`src/rtl/temporizador_pkg.sv`:
```
`default_nettype none
// +----------------------------------------------------------------------+
// | temporizador_pkg: shared state encoding and channel-search helpers   |
// | Rev 1.0                                                              |
// +----------------------------------------------------------------------+
package temporizador_pkg;

   localparam int MAX_CH    = 64;
   localparam int MAX_IDX_W = 6;

   typedef enum logic [0:0] {
      ST_IDLE = 1'b0,
      ST_RUN  = 1'b1
   } state_t;

   typedef struct packed {
      logic                 valid;
      logic [MAX_IDX_W-1:0] idx;
   } nn_t;

   // Width of the cur_ch port for a given channel count (never below 1).
   function automatic int ch_idx_w(input int n_ch);
      return (n_ch > 1) ? $clog2(n_ch) : 1;
   endfunction

   // Lowest channel at or above from_index whose duration is nonzero.
   function automatic nn_t next_nonzero(input logic [MAX_CH-1:0] nz_vec,
                                        input int from_index);
      nn_t r;
      r = '0;
      for (int i = MAX_CH - 1; i >= 0; i--) begin
         if (nz_vec[i] && (i >= from_index)) begin
            r.valid = 1'b1;
            r.idx   = MAX_IDX_W'(i);
         end
      end
      return r;
   endfunction

endpackage
`default_nettype wire

```
`src/rtl/divisor_tick.sv`:
```
`default_nettype none
// +----------------------------------------------------------------------+
// | divisor_tick: one-cycle tick every UNIT_CYCLES enabled cycles        |
// | Rev 1.0                                                              |
// +----------------------------------------------------------------------+
module divisor_tick #(
   parameter int UNIT_CYCLES = 5
) (
   input  logic clk,
   input  logic rst,
   input  logic clear,
   input  logic en,
   output logic tick
);

   localparam int               CNT_W    = (UNIT_CYCLES > 1) ? $clog2(UNIT_CYCLES) : 1;
   localparam logic [CNT_W-1:0] CNT_LAST = CNT_W'(UNIT_CYCLES - 1);

   logic [CNT_W-1:0] cnt_q;
   logic [CNT_W-1:0] cnt_d;

   assign tick = en && !clear && (cnt_q == CNT_LAST);

   always_comb begin
      cnt_d = cnt_q;
      if (clear) begin
         cnt_d = '0;
      end else if (en) begin
         cnt_d = tick ? '0 : cnt_q + CNT_W'(1);
      end
   end

   always_ff @(posedge clk or posedge rst) begin
      if (rst) begin
         cnt_q <= '0;
      end else begin
         cnt_q <= cnt_d;
      end
   end

endmodule
`default_nettype wire

```
`src/rtl/temporizador_multicanal.sv`:
```
`default_nettype none
// +----------------------------------------------------------------------+
// | temporizador_multicanal: sequential per-channel motor timer          |
// | Optional pause input under macro TEMPORIZADOR_PAUSE_EN. Rev 1.0      |
// +----------------------------------------------------------------------+
module temporizador_multicanal
   import temporizador_pkg::*;
#(
   parameter int N_CH        = 3,
   parameter int DUR_W       = 5,
   parameter int UNIT_CYCLES = 5
) (
   input  logic                        clk,
   input  logic                        rst,
   input  logic                        start,
   input  logic [N_CH*DUR_W-1:0]       dur,
   input  logic                        abort,
   output logic                        busy,
   output logic [N_CH-1:0]             ch_on,
   output logic [ch_idx_w(N_CH)-1:0]   cur_ch,
   output logic [N_CH-1:0]             ch_done,
   output logic                        done
`ifdef TEMPORIZADOR_PAUSE_EN
   ,
   input  logic                        pause
`endif
);

   localparam int CH_W = ch_idx_w(N_CH);

   state_t                  state_q, state_d;
   logic [N_CH*DUR_W-1:0]   dur_q, dur_d;
   logic [DUR_W-1:0]        unit_q, unit_d;
   logic [CH_W-1:0]         cur_q, cur_d;
   logic                    busy_q, busy_d;
   logic [N_CH-1:0]         ch_on_q, ch_on_d;
   logic [N_CH-1:0]         ch_done_q, ch_done_d;
   logic                    done_q, done_d;

   logic                    pause_w;
   logic                    tick;
   logic                    div_clear;
   logic                    div_en;
   logic                    accept;
   logic                    chan_last;
   logic [DUR_W-1:0]        cur_dur;
   logic [MAX_CH-1:0]       nz_in;
   logic [MAX_CH-1:0]       nz_cap;
   nn_t                     first_nn;
   nn_t                     next_nn;

`ifdef TEMPORIZADOR_PAUSE_EN
   assign pause_w = pause;
`else
   assign pause_w = 1'b0;
`endif

   for (genvar g = 0; g < MAX_CH; g++) begin : g_nz
      if (g < N_CH) begin : g_used
         assign nz_in[g]  = |dur[g*DUR_W +: DUR_W];
         assign nz_cap[g] = |dur_q[g*DUR_W +: DUR_W];
      end else begin : g_pad
         assign nz_in[g]  = 1'b0;
         assign nz_cap[g] = 1'b0;
      end
   end

   assign first_nn  = next_nonzero(nz_in, 0);
   assign next_nn   = next_nonzero(nz_cap, int'(cur_q) + 1);
   assign cur_dur   = dur_q[int'(cur_q)*DUR_W +: DUR_W];

   // abort in IDLE suppresses a simultaneous start.
   assign accept    = (state_q == ST_IDLE) && start && !abort;
   assign div_clear = (state_q != ST_RUN) || abort;
   assign div_en    = (state_q == ST_RUN) && !pause_w;
   // cur_dur is never zero in RUN, so the decrement cannot wrap.
   assign chan_last = tick && (unit_q == cur_dur - DUR_W'(1));

   divisor_tick #(
      .UNIT_CYCLES (UNIT_CYCLES)
   ) u_divisor_tick (
      .clk   (clk),
      .rst   (rst),
      .clear (div_clear),
      .en    (div_en),
      .tick  (tick)
   );

   always_ff @(posedge clk or posedge rst) begin
      if (rst) begin
         state_q   <= ST_IDLE;
         dur_q     <= '0;
         unit_q    <= '0;
         cur_q     <= '0;
         busy_q    <= 1'b0;
         ch_on_q   <= '0;
         ch_done_q <= '0;
         done_q    <= 1'b0;
      end else begin
         state_q   <= state_d;
         dur_q     <= dur_d;
         unit_q    <= unit_d;
         cur_q     <= cur_d;
         busy_q    <= busy_d;
         ch_on_q   <= ch_on_d;
         ch_done_q <= ch_done_d;
         done_q    <= done_d;
      end
   end

   always_comb begin
      state_d = state_q;
      case (state_q)
         ST_IDLE: begin
            if (accept && first_nn.valid) begin
               state_d = ST_RUN;
            end
         end
         ST_RUN: begin
            if (abort || (chan_last && !next_nn.valid)) begin
               state_d = ST_IDLE;
            end
         end
         default: state_d = ST_IDLE;
      endcase
   end

   always_comb begin
      dur_d     = dur_q;
      unit_d    = unit_q;
      cur_d     = cur_q;
      busy_d    = busy_q;
      ch_on_d   = ch_on_q;
      ch_done_d = '0;
      done_d    = 1'b0;
      case (state_q)
         ST_IDLE: begin
            busy_d  = 1'b0;
            ch_on_d = '0;
            cur_d   = '0;
            unit_d  = '0;
            if (accept) begin
               dur_d = dur;
               if (first_nn.valid) begin
                  busy_d  = 1'b1;
                  cur_d   = CH_W'(first_nn.idx);
                  ch_on_d = N_CH'(1) << first_nn.idx;
               end else begin
                  done_d = 1'b1;
               end
            end
         end
         ST_RUN: begin
            if (abort) begin
               busy_d  = 1'b0;
               ch_on_d = '0;
               cur_d   = '0;
               unit_d  = '0;
            end else if (chan_last) begin
               ch_done_d = N_CH'(1) << cur_q;
               unit_d    = '0;
               if (next_nn.valid) begin
                  cur_d   = CH_W'(next_nn.idx);
                  ch_on_d = N_CH'(1) << next_nn.idx;
               end else begin
                  busy_d  = 1'b0;
                  ch_on_d = '0;
                  cur_d   = '0;
                  done_d  = 1'b1;
               end
            end else begin
               if (tick) begin
                  unit_d = unit_q + DUR_W'(1);
               end
               // A paused edge blanks the motor for the following cycle only.
               ch_on_d = pause_w ? '0 : (N_CH'(1) << cur_q);
            end
         end
         default: ;
      endcase
   end

   assign busy    = busy_q;
   assign ch_on   = ch_on_q;
   assign cur_ch  = cur_q;
   assign ch_done = ch_done_q;
   assign done    = done_q;

endmodule
`default_nettype wire
```
`config.mk`:
```
export PLATFORM = sky130hd
export DESIGN_NAME = temporizador_multicanal
export DESIGN_NICKNAME = d
export VERILOG_FILES = /design/src/rtl/temporizador_pkg.sv /design/src/rtl/divisor_tick.sv /design/src/rtl/temporizador_multicanal.sv
export SDC_FILE = /design/constraint.sdc
export NUM_CORES = 1
export LEC_CHECK = 0
export CORE_MARGIN = 3
export CORE_UTILIZATION = 45
export CTS_CLUSTER_SIZE = 25
export DETAILED_ROUTE_END_ITERATION = 12
export PLACE_DENSITY = 0.72
export SLEW_MARGIN = 15
export SYNTH_ARGS = -nofsm -noshare
export SYNTH_HDL_FRONTEND = slang
export SYNTH_SLANG_ARGS = --single-unit
export TNS_END_PERCENT = 30
```
`constraint.sdc`:
```
create_clock -name clk -period 2.6 [get_ports clk]
set_input_delay 0.52 -clock clk [delete_from_list [all_inputs] [get_ports clk]]
set_output_delay 0.52 -clock clk [all_outputs]
set_load 0.02 [all_outputs]
```
==> results.sh, run 1 <==
export IMPL_slowest_delay_ps=470
export IMPL_drcViolationCount=0
export IMPL_synth_top_area_share_pct=47.39
export IMPL_syn2layout_area_growth_pct=27.18
export IMPL_drt_iter0_drc=65
export IMPL_grt_total_usage_pct=16.94
export IMPL_numPortBuffers=28
export IMPL_clkPwrFrac_pct=29.7
export IMPL_power_density_mw_per_mm2=584.0
export IMPL_grt_pass1_wl_mm=6.603
export IMPL_wl_per_cell_um=15.25
export IMPL_grt_pass1_vias=1445
export IMPL_p_int_w=0.0009557
export IMPL_io_pins=29
export IMPL_leakage_nw=0.9446
export IMPL_slew_headroom_pct=71.92
export IMPL_netlist_area_mm2=0.001795
export IMPL_ys_flop_type="dfrtp_1"
export IMPL_slew_violations=0
export IMPL_ir_worst_vdd_v=0.0003849
export IMPL_syn_area_per_cell_um2=11.15
export IMPL_startpoint_type="register"
export IMPL_p_switching_w=0.0003778
export IMPL_endpoint_kind="register"
export IMPL_dp_slack_ps=-2.595
export IMPL_setup_viol_count_final=0
export IMPL_dpl_cell_count=240
export IMPL_cp_arrival_ps=2580
export IMPL_grt_remaining_overflow=0
export IMPL_ys_async_sr_fraction_pct=100.0
export IMPL_stdcell_count=250
export IMPL_num_rows=22
export IMPL_power_share_switching_pct=28.33
export IMPL_drive_gt1_share_pct=23.76
export IMPL_regArea_um2=852.1
export IMPL_synth_area_leaders="dfrtp_1 (47%), mux2_2 (9.4%), mux2i_1 (4.5%), nor2_1 (3.6%), ha_1 (2.8%)"
export IMPL_num_fill_cells=321
export IMPL_ant_nets=0
export IMPL_cts_hold_buf=0
export IMPL_crit_path_max_fanout=7
export IMPL_clockBufferDepth=2
export IMPL_cts_root_buf="clkbuf_8"
export IMPL_layout_setup_ws_ps=187.5
export IMPL_synth_cells=161
export IMPL_dr_pass1_iters=4
export IMPL_cts_sinks=34
export IMPL_fp_dieW_um=69.17
export IMPL_fmax_mhz=414.5
export IMPL_dr_total_vias=1369
export IMPL_drt_total_wl_mm=3.812
export IMPL_final_nets=224
export IMPL_clk_pin_slew_ps=60
export IMPL_hold_viol=0
export IMPL_critPathKind="register to register"
export IMPL_synth_edff_count=0
export IMPL_period_share_pct=92.79
export IMPL_coreArea_mm2=0.003744
export IMPL_yosys_cell_types_count=43
export IMPL_power_share_sequential_pct=47.6
export IMPL_die_y_um=69.17
export IMPL_multi_input_area_um2=894.6
export IMPL_synth_most_common_cell="dfrtp_1"
export IMPL_clk_latency_ps=290
export IMPL_antenna_found_initial=0
export IMPL_via_per_inst=5.476
export IMPL_seq_area_frac_synth_pct=47.39
export IMPL_drv_cap=0
export IMPL_period_needed_ps=2413
export IMPL_diodes=0
export IMPL_cp_data_required_time_ps=2760
export IMPL_ys_top_cells_by_count="dfrtp_1 (34), nor2_1 (17), mux2_2 (15), mux2i_1 (8), nand2_1 (8)"
export IMPL_finClkSkew_ps=7.927
export IMPL_htree_levels=2
export IMPL_yosysTopAreaCell="dfrtp_1"
export IMPL_die_area_mm2=0.004784
export IMPL_grt_start_max_net_pins=35
export IMPL_worstMarginPinSlew_ps=421.2
export IMPL_initial_core_util_pct=47.96
export IMPL_status="finished, final reports clean"
export IMPL_ys_warn_count=0
export IMPL_pwr_share_comb_pct=22.7
export IMPL_finalInstanceArea_mm2=0.002283
export IMPL_ys_ff_latch=34
export IMPL_placed_area_mm2=0.002167
export IMPL_cts_tree="done"
export IMPL_critical_path_cell_chain="buf_4 -> nor2_1 -> a21oi_1 -> ha_1 -> xnor2_1 -> nor3_2 -> o21ai_2 -> or2_1 -> a311o_1"
export IMPL_cp_slowest_cell="dfrtp_1"
export IMPL_cts_buffers_inserted=5
export IMPL_hold_class="register to register"
export IMPL_place_hpwl_mm=2.968
export IMPL_gp_congestion=0.8937
export IMPL_syn_nets=184
==> power by group through the flow <==
| stage | sequential, W | clock [W] | combinational [W] |
|---|---|---|---|
| 2_1_floorplan | 0.000631 | 0 | 0.000205 |
| 3_3_place_gp | 0.000643 | 0 | 0.000284 |
| 3_5_place_dp | 0.000645 | 0 | 0.000298 |
| 4_1_cts | 0.000635 | 0.000407 | 0.000300 |
| 5_1_grt | 0.000643 | 0.000434 | 0.000331 |
| 6_report | 0.000635 | 0.000396 | 0.000302 |
==> logic make-up after synthesis <==
group	synth area share [%]
AO/OA/AOI/OAI	11.71
buffers and inverters	3.763
flip-flops	47.39
XOR/XNOR	3.903
adder cells (fa/ha/maj)	2.788
multiplexers	13.87
AND/OR/NAND/NOR	16.59
==> cell usage in the layout, fill, tap and decap left out, types with 2 or more instances in the layout <==
cell type,count
clkbuf_8,6
and3_1,2
mux2_2,15
ha_1,4
buf_4,11
a21oi_1,4
xor2_1,3
or4_1,4
nor4_1,2
nor2_1,17
nand3_1,2
nand4_1,2
xnor2_1,5
nand3b_1,2
nand2_1,8
dfrtp_1,33
nor3_1,4
clkdlybuf4s50_1,28
mux2i_1,8
inv_1,6
o21ai_0,6
o21ai_2,3
nor3b_1,2
==> worst max-delay path: cells and delay by family, from the launching register on <==
family | cells | cell delay [ps]
AO/OA/AOI/OAI | 3 | 560
XOR/XNOR | 1 | 160
AND/OR/NAND/NOR | 3 | 600
flip-flops | 1 | 470
adder cells (fa/ha/maj) | 1 | 300
buffers and inverters | 1 | 200
==> state kept, by name, indices dropped and copies added, names as in the netlist <==
register and flops:
busy 1, ch_done 3, ch_on 3, cur_ch 2, div_en 1, done 1, dur_q 15, u_divisor_tick.cnt_q 3
unit_q 5
==> per-stage QoR <==
step | util (%) | total power (W) | hold slack (ps) | TNS (ps)
after detailed placement | 57.89 | 0.0009429 | 461.2 | -2.595
after global placement | 57.89 | 0.0009272 | 445.5 | 0
after floorplan | - | 0.0008359 | 430.6 | 0
final | 61.00 | 0.001334 | 469.7 | 0
after CTS | 60.36 | 0.001342 | 469.4 | 0
after global routing | 61.00 | 0.001408 | 518.5 | -5.175
==> path summary, 6_finish.rpt <==
kind	startpoint	end	slack, ps	cells after the start
setup reg to reg	cur_ch[1]$_DFFE_PP0P_	cur_ch[0]$_DFFE_PP0P_	190	9
setup / recovery	cur_ch[1]$_DFFE_PP0P_	cur_ch[0]$_DFFE_PP0P_	190	9
min in group asynchronous	rst	dur_q[6]$_DFFE_PP0P_	620	3
hold / removal	u_divisor_tick.cnt_q[0]$_DFFE_PP0P_	u_divisor_tick.cnt_q[0]$_DFFE_PP0P_	470	1
hold reg to reg	u_divisor_tick.cnt_q[0]$_DFFE_PP0P_	u_divisor_tick.cnt_q[0]$_DFFE_PP0P_	470	1
max in group asynchronous	rst	cur_ch[0]$_DFFE_PP0P_	1650	3
==> routing by layer <==
metal / GRT usage [%] / wire length, um
met2: 27.75 / 1902
met4: 7.158 / 85
met5: 0 / 0
met1: 21.26 / 1629
met3: 4.082 / 194
==> repair_timing <==
action / 4_1_cts / 5_1_grt
endpoints found under the setup margin: 2 / 14
setup buffers: 0 / 2
resized for setup: 1 / 2
pin swaps: 0 / 1
==> layout make-up <==
type                            instances  area share [%]
Tap cell                               48           2.630
Multi-Input combinational cell        115           39.18
Clock inverter                          1          0.2192
Timing Repair Buffer                   39           15.89
Inverter                                6          0.9863
Clock buffer                            7           3.781
Sequential cell                        34           37.32
Note: power is estimated with default switching activity, not from simulation.
==> run 2, diff against run 1 <==
Settings changed: REMOVE_ABC_BUFFERS set to 1.
==> run 2 against run 1 <==
  * Clock skew down 0.87 ps
  * Clock-buffer cell count unchanged
  * Via count up 0.51%
  * Fmax down 0.48%
  * Global-route usage up 0.58 points
  * Clock power down 11%
  * Largest power group unchanged
  * Sequential power about the same
  * Sequential share of layout area down 0.13 points
  * First-iteration DRC count down 29%
  * Die area unchanged
  * Critical path depth unchanged
  * Worst setup slack worse by 12 ps
==> results.sh, run 2 (synthesis gave the netlist of run 1 again) <==
export IMPL_status="finished, final reports clean"
export IMPL_slew_violations=0
export IMPL_fp_dieW_um=69.17
export IMPL_cts_buffers_inserted=5
export IMPL_crit_end="cur_ch[0]$_DFFE_PP0P_"
export IMPL_drive_gt1_share_pct=24.26
export IMPL_clk_latency_ps=280
export IMPL_initial_core_util_pct=47.96
export IMPL_hold_class="register to register"
export IMPL_rr_startpoint="cur_ch[0]$_DFFE_PP0P_"
export IMPL_r2r_cells=9
export IMPL_antenna_found_initial=0
export IMPL_multi_input_area_um2=912.1
export IMPL_finClkSkew_ps=7.053
export IMPL_slowest_delay_ps=460
export IMPL_grt_busiest_layer="met2"
export IMPL_ant_nets=0
export IMPL_worstMarginPinSlew_ps=433.5
export IMPL_clockBufferDepth=2
export IMPL_grt_util_met3_pct=4.665
export IMPL_rsz0062_at_grt="false"
export IMPL_cts_sinks=34
export IMPL_largestRegisters="dur_q (15), unit_q (5)"
export IMPL_crit_path_max_fanout=9
export IMPL_ir_worst_vdd_v=0.0003751
export IMPL_fin_setup_tns_ps=0
export IMPL_cp_arrival_ps=2580
export IMPL_fmax_mhz=412.5
export IMPL_endpoint_kind="register"
export IMPL_drt_total_wl_mm=3.889
export IMPL_dr_pass1_iters=5
export IMPL_gp_congestion=0.9002
export IMPL_reg2reg_slack_ps=180
export IMPL_num_fill_cells=329
export IMPL_cts_tree="done"
export IMPL_setup_viol_count_final=0
export IMPL_htree_levels=2
export IMPL_period_share_pct=93.24
export IMPL_met1_usage_pct=22.13
export IMPL_met2_usage_pct=29.03
export IMPL_cp_slowest_cell="dfrtp_2"
export IMPL_critical_path_startpoint="cur_ch[0]$_DFFE_PP0P_"
export IMPL_cts_root_buf="clkbuf_8"
export IMPL_cp_data_required_time_ps=2760
export IMPL_grt_total_usage_pct=17.53
export IMPL_power_density_mw_per_mm2=568.2
export IMPL_via_per_inst=5.504
export IMPL_layout_setup_ws_ps=175.8
export IMPL_grt_pass1_wl_mm=6.775
export IMPL_top_register="dur_q"
export IMPL_drt_iter0_drc=46
export IMPL_grt_start_max_net_pins=35
export IMPL_dp_slack_ps=35.55
export IMPL_place_hpwl_mm=2.999
export IMPL_r2r_end="cur_ch[0]$_DFFE_PP0P_"
export IMPL_slew_headroom_pct=70.83
export IMPL_num_rows=22
export IMPL_leakage_nw=0.9413
export IMPL_drv_cap=0
export IMPL_startpoint_type="register"
export IMPL_critPathKind="register to register"
export IMPL_die_area_mm2=0.004784
export IMPL_drcViolationCount=0
export IMPL_dr_total_vias=1376
export IMPL_final_cell_mix="dfrtp_1 (32), clkdlybuf4s50_1 (28), nor2_1 (17)"
export IMPL_regArea_um2=853.3
export IMPL_hold_viol=0
export IMPL_syn2layout_area_growth_pct=27.80
export IMPL_wl_per_cell_um=15.56
export IMPL_coreArea_mm2=0.003744
export IMPL_io_pins=29
export IMPL_numPortBuffers=28
export IMPL_clk_pin_slew_ps=70
export IMPL_period_needed_ps=2424
export IMPL_diodes=0
export IMPL_largest_reg_flops=15
export IMPL_die_y_um=69.17
export IMPL_final_common_cell="dfrtp_1"
export IMPL_grt_pass1_vias=1450
export IMPL_final_nets=225
export IMPL_grt_remaining_overflow=0
export IMPL_critical_path_cell_chain="mux2i_1 -> nor2_1 -> a21oi_1 -> ha_1 -> xnor2_1 -> nor3_1 -> o21ai_1 -> or2_1 -> a311o_1"
[run 2: final cells by class]
type                            instances  area share [%]
Multi-Input combinational cell        115           39.75
Sequential cell                        34           37.19
Timing Repair Buffer                   40           16.14
Clock buffer                            7           3.326
Tap cell                               48           2.617
Inverter                                6          0.9815
[run 2: critical path: cells and delay by family (launching register included)]
family / cells / cell delay [ps]
mux: 1 / 220
simple gates: 3 / 510
compound gates: 3 / 660
xor+xnor: 1 / 180
flops: 1 / 460
fa+ha+maj: 1 / 260
[run 2: what timing repair did]
item,4_1_cts,5_1_grt
buffers inserted,0,2
endpoints found under the hold margin,0,0
setup endpoints to repair,0,15
gates resized for setup,0,7
hold buffers,0,0
[run 2: where the power goes]
group | total [W] | switching [W] | leakage [nW] | internal, W
sequential | 0.000637 | 0.0000487 | 0.434 | 0.000588
combinational | 0.000314 | 0.000153 | 0.469 | 0.000161
clock | 0.000353 | 0.000169 | 0.0383 | 0.000184
[run 2: worst min-delay path by stage]
stage                                             start                                  end  cells past startpoint
floorplan           u_divisor_tick.cnt_q[0]$_DFFE_PP0P_  u_divisor_tick.cnt_q[0]$_DFFE_PP0P_                      1
global placement    u_divisor_tick.cnt_q[0]$_DFFE_PP0P_  u_divisor_tick.cnt_q[0]$_DFFE_PP0P_                      1
detailed placement  u_divisor_tick.cnt_q[0]$_DFFE_PP0P_  u_divisor_tick.cnt_q[0]$_DFFE_PP0P_                      1
CTS                 u_divisor_tick.cnt_q[0]$_DFFE_PP0P_  u_divisor_tick.cnt_q[0]$_DFFE_PP0P_                      1
global route        u_divisor_tick.cnt_q[0]$_DFFE_PP0P_  u_divisor_tick.cnt_q[0]$_DFFE_PP0P_                      1
finish              u_divisor_tick.cnt_q[0]$_DFFE_PP0P_  u_divisor_tick.cnt_q[0]$_DFFE_PP0P_                      1
[run 2: through the flow]
step	instances	instance area, um2	power (W)	utilization, %	hold slack [ps]
finish	250	2295	0.001304	61.30	469.2
floorplan	155	1750	0.0008318	-	430.6
CTS	248	2247	0.001299	60.03	468.8
detailed placement	241	2171	0.0009446	57.99	457.3
global placement	241	2171	0.0009290	57.99	452.0
global route	250	2295	0.001383	61.30	496.6
[run 2: routing by layer]
metal  wire length [um]  part of all wire (%)
met1               1684                    43
met2               1978                    51
met3                150                   3.9
met4                 76                   2.0
met5                  0                     0
==> run 3, diff against run 2 <==
Settings changed: CAP_MARGIN set to 20.
==> results of run 3 <==
Same layout as run 2: the final DEF is identical, and so are final timing and power.
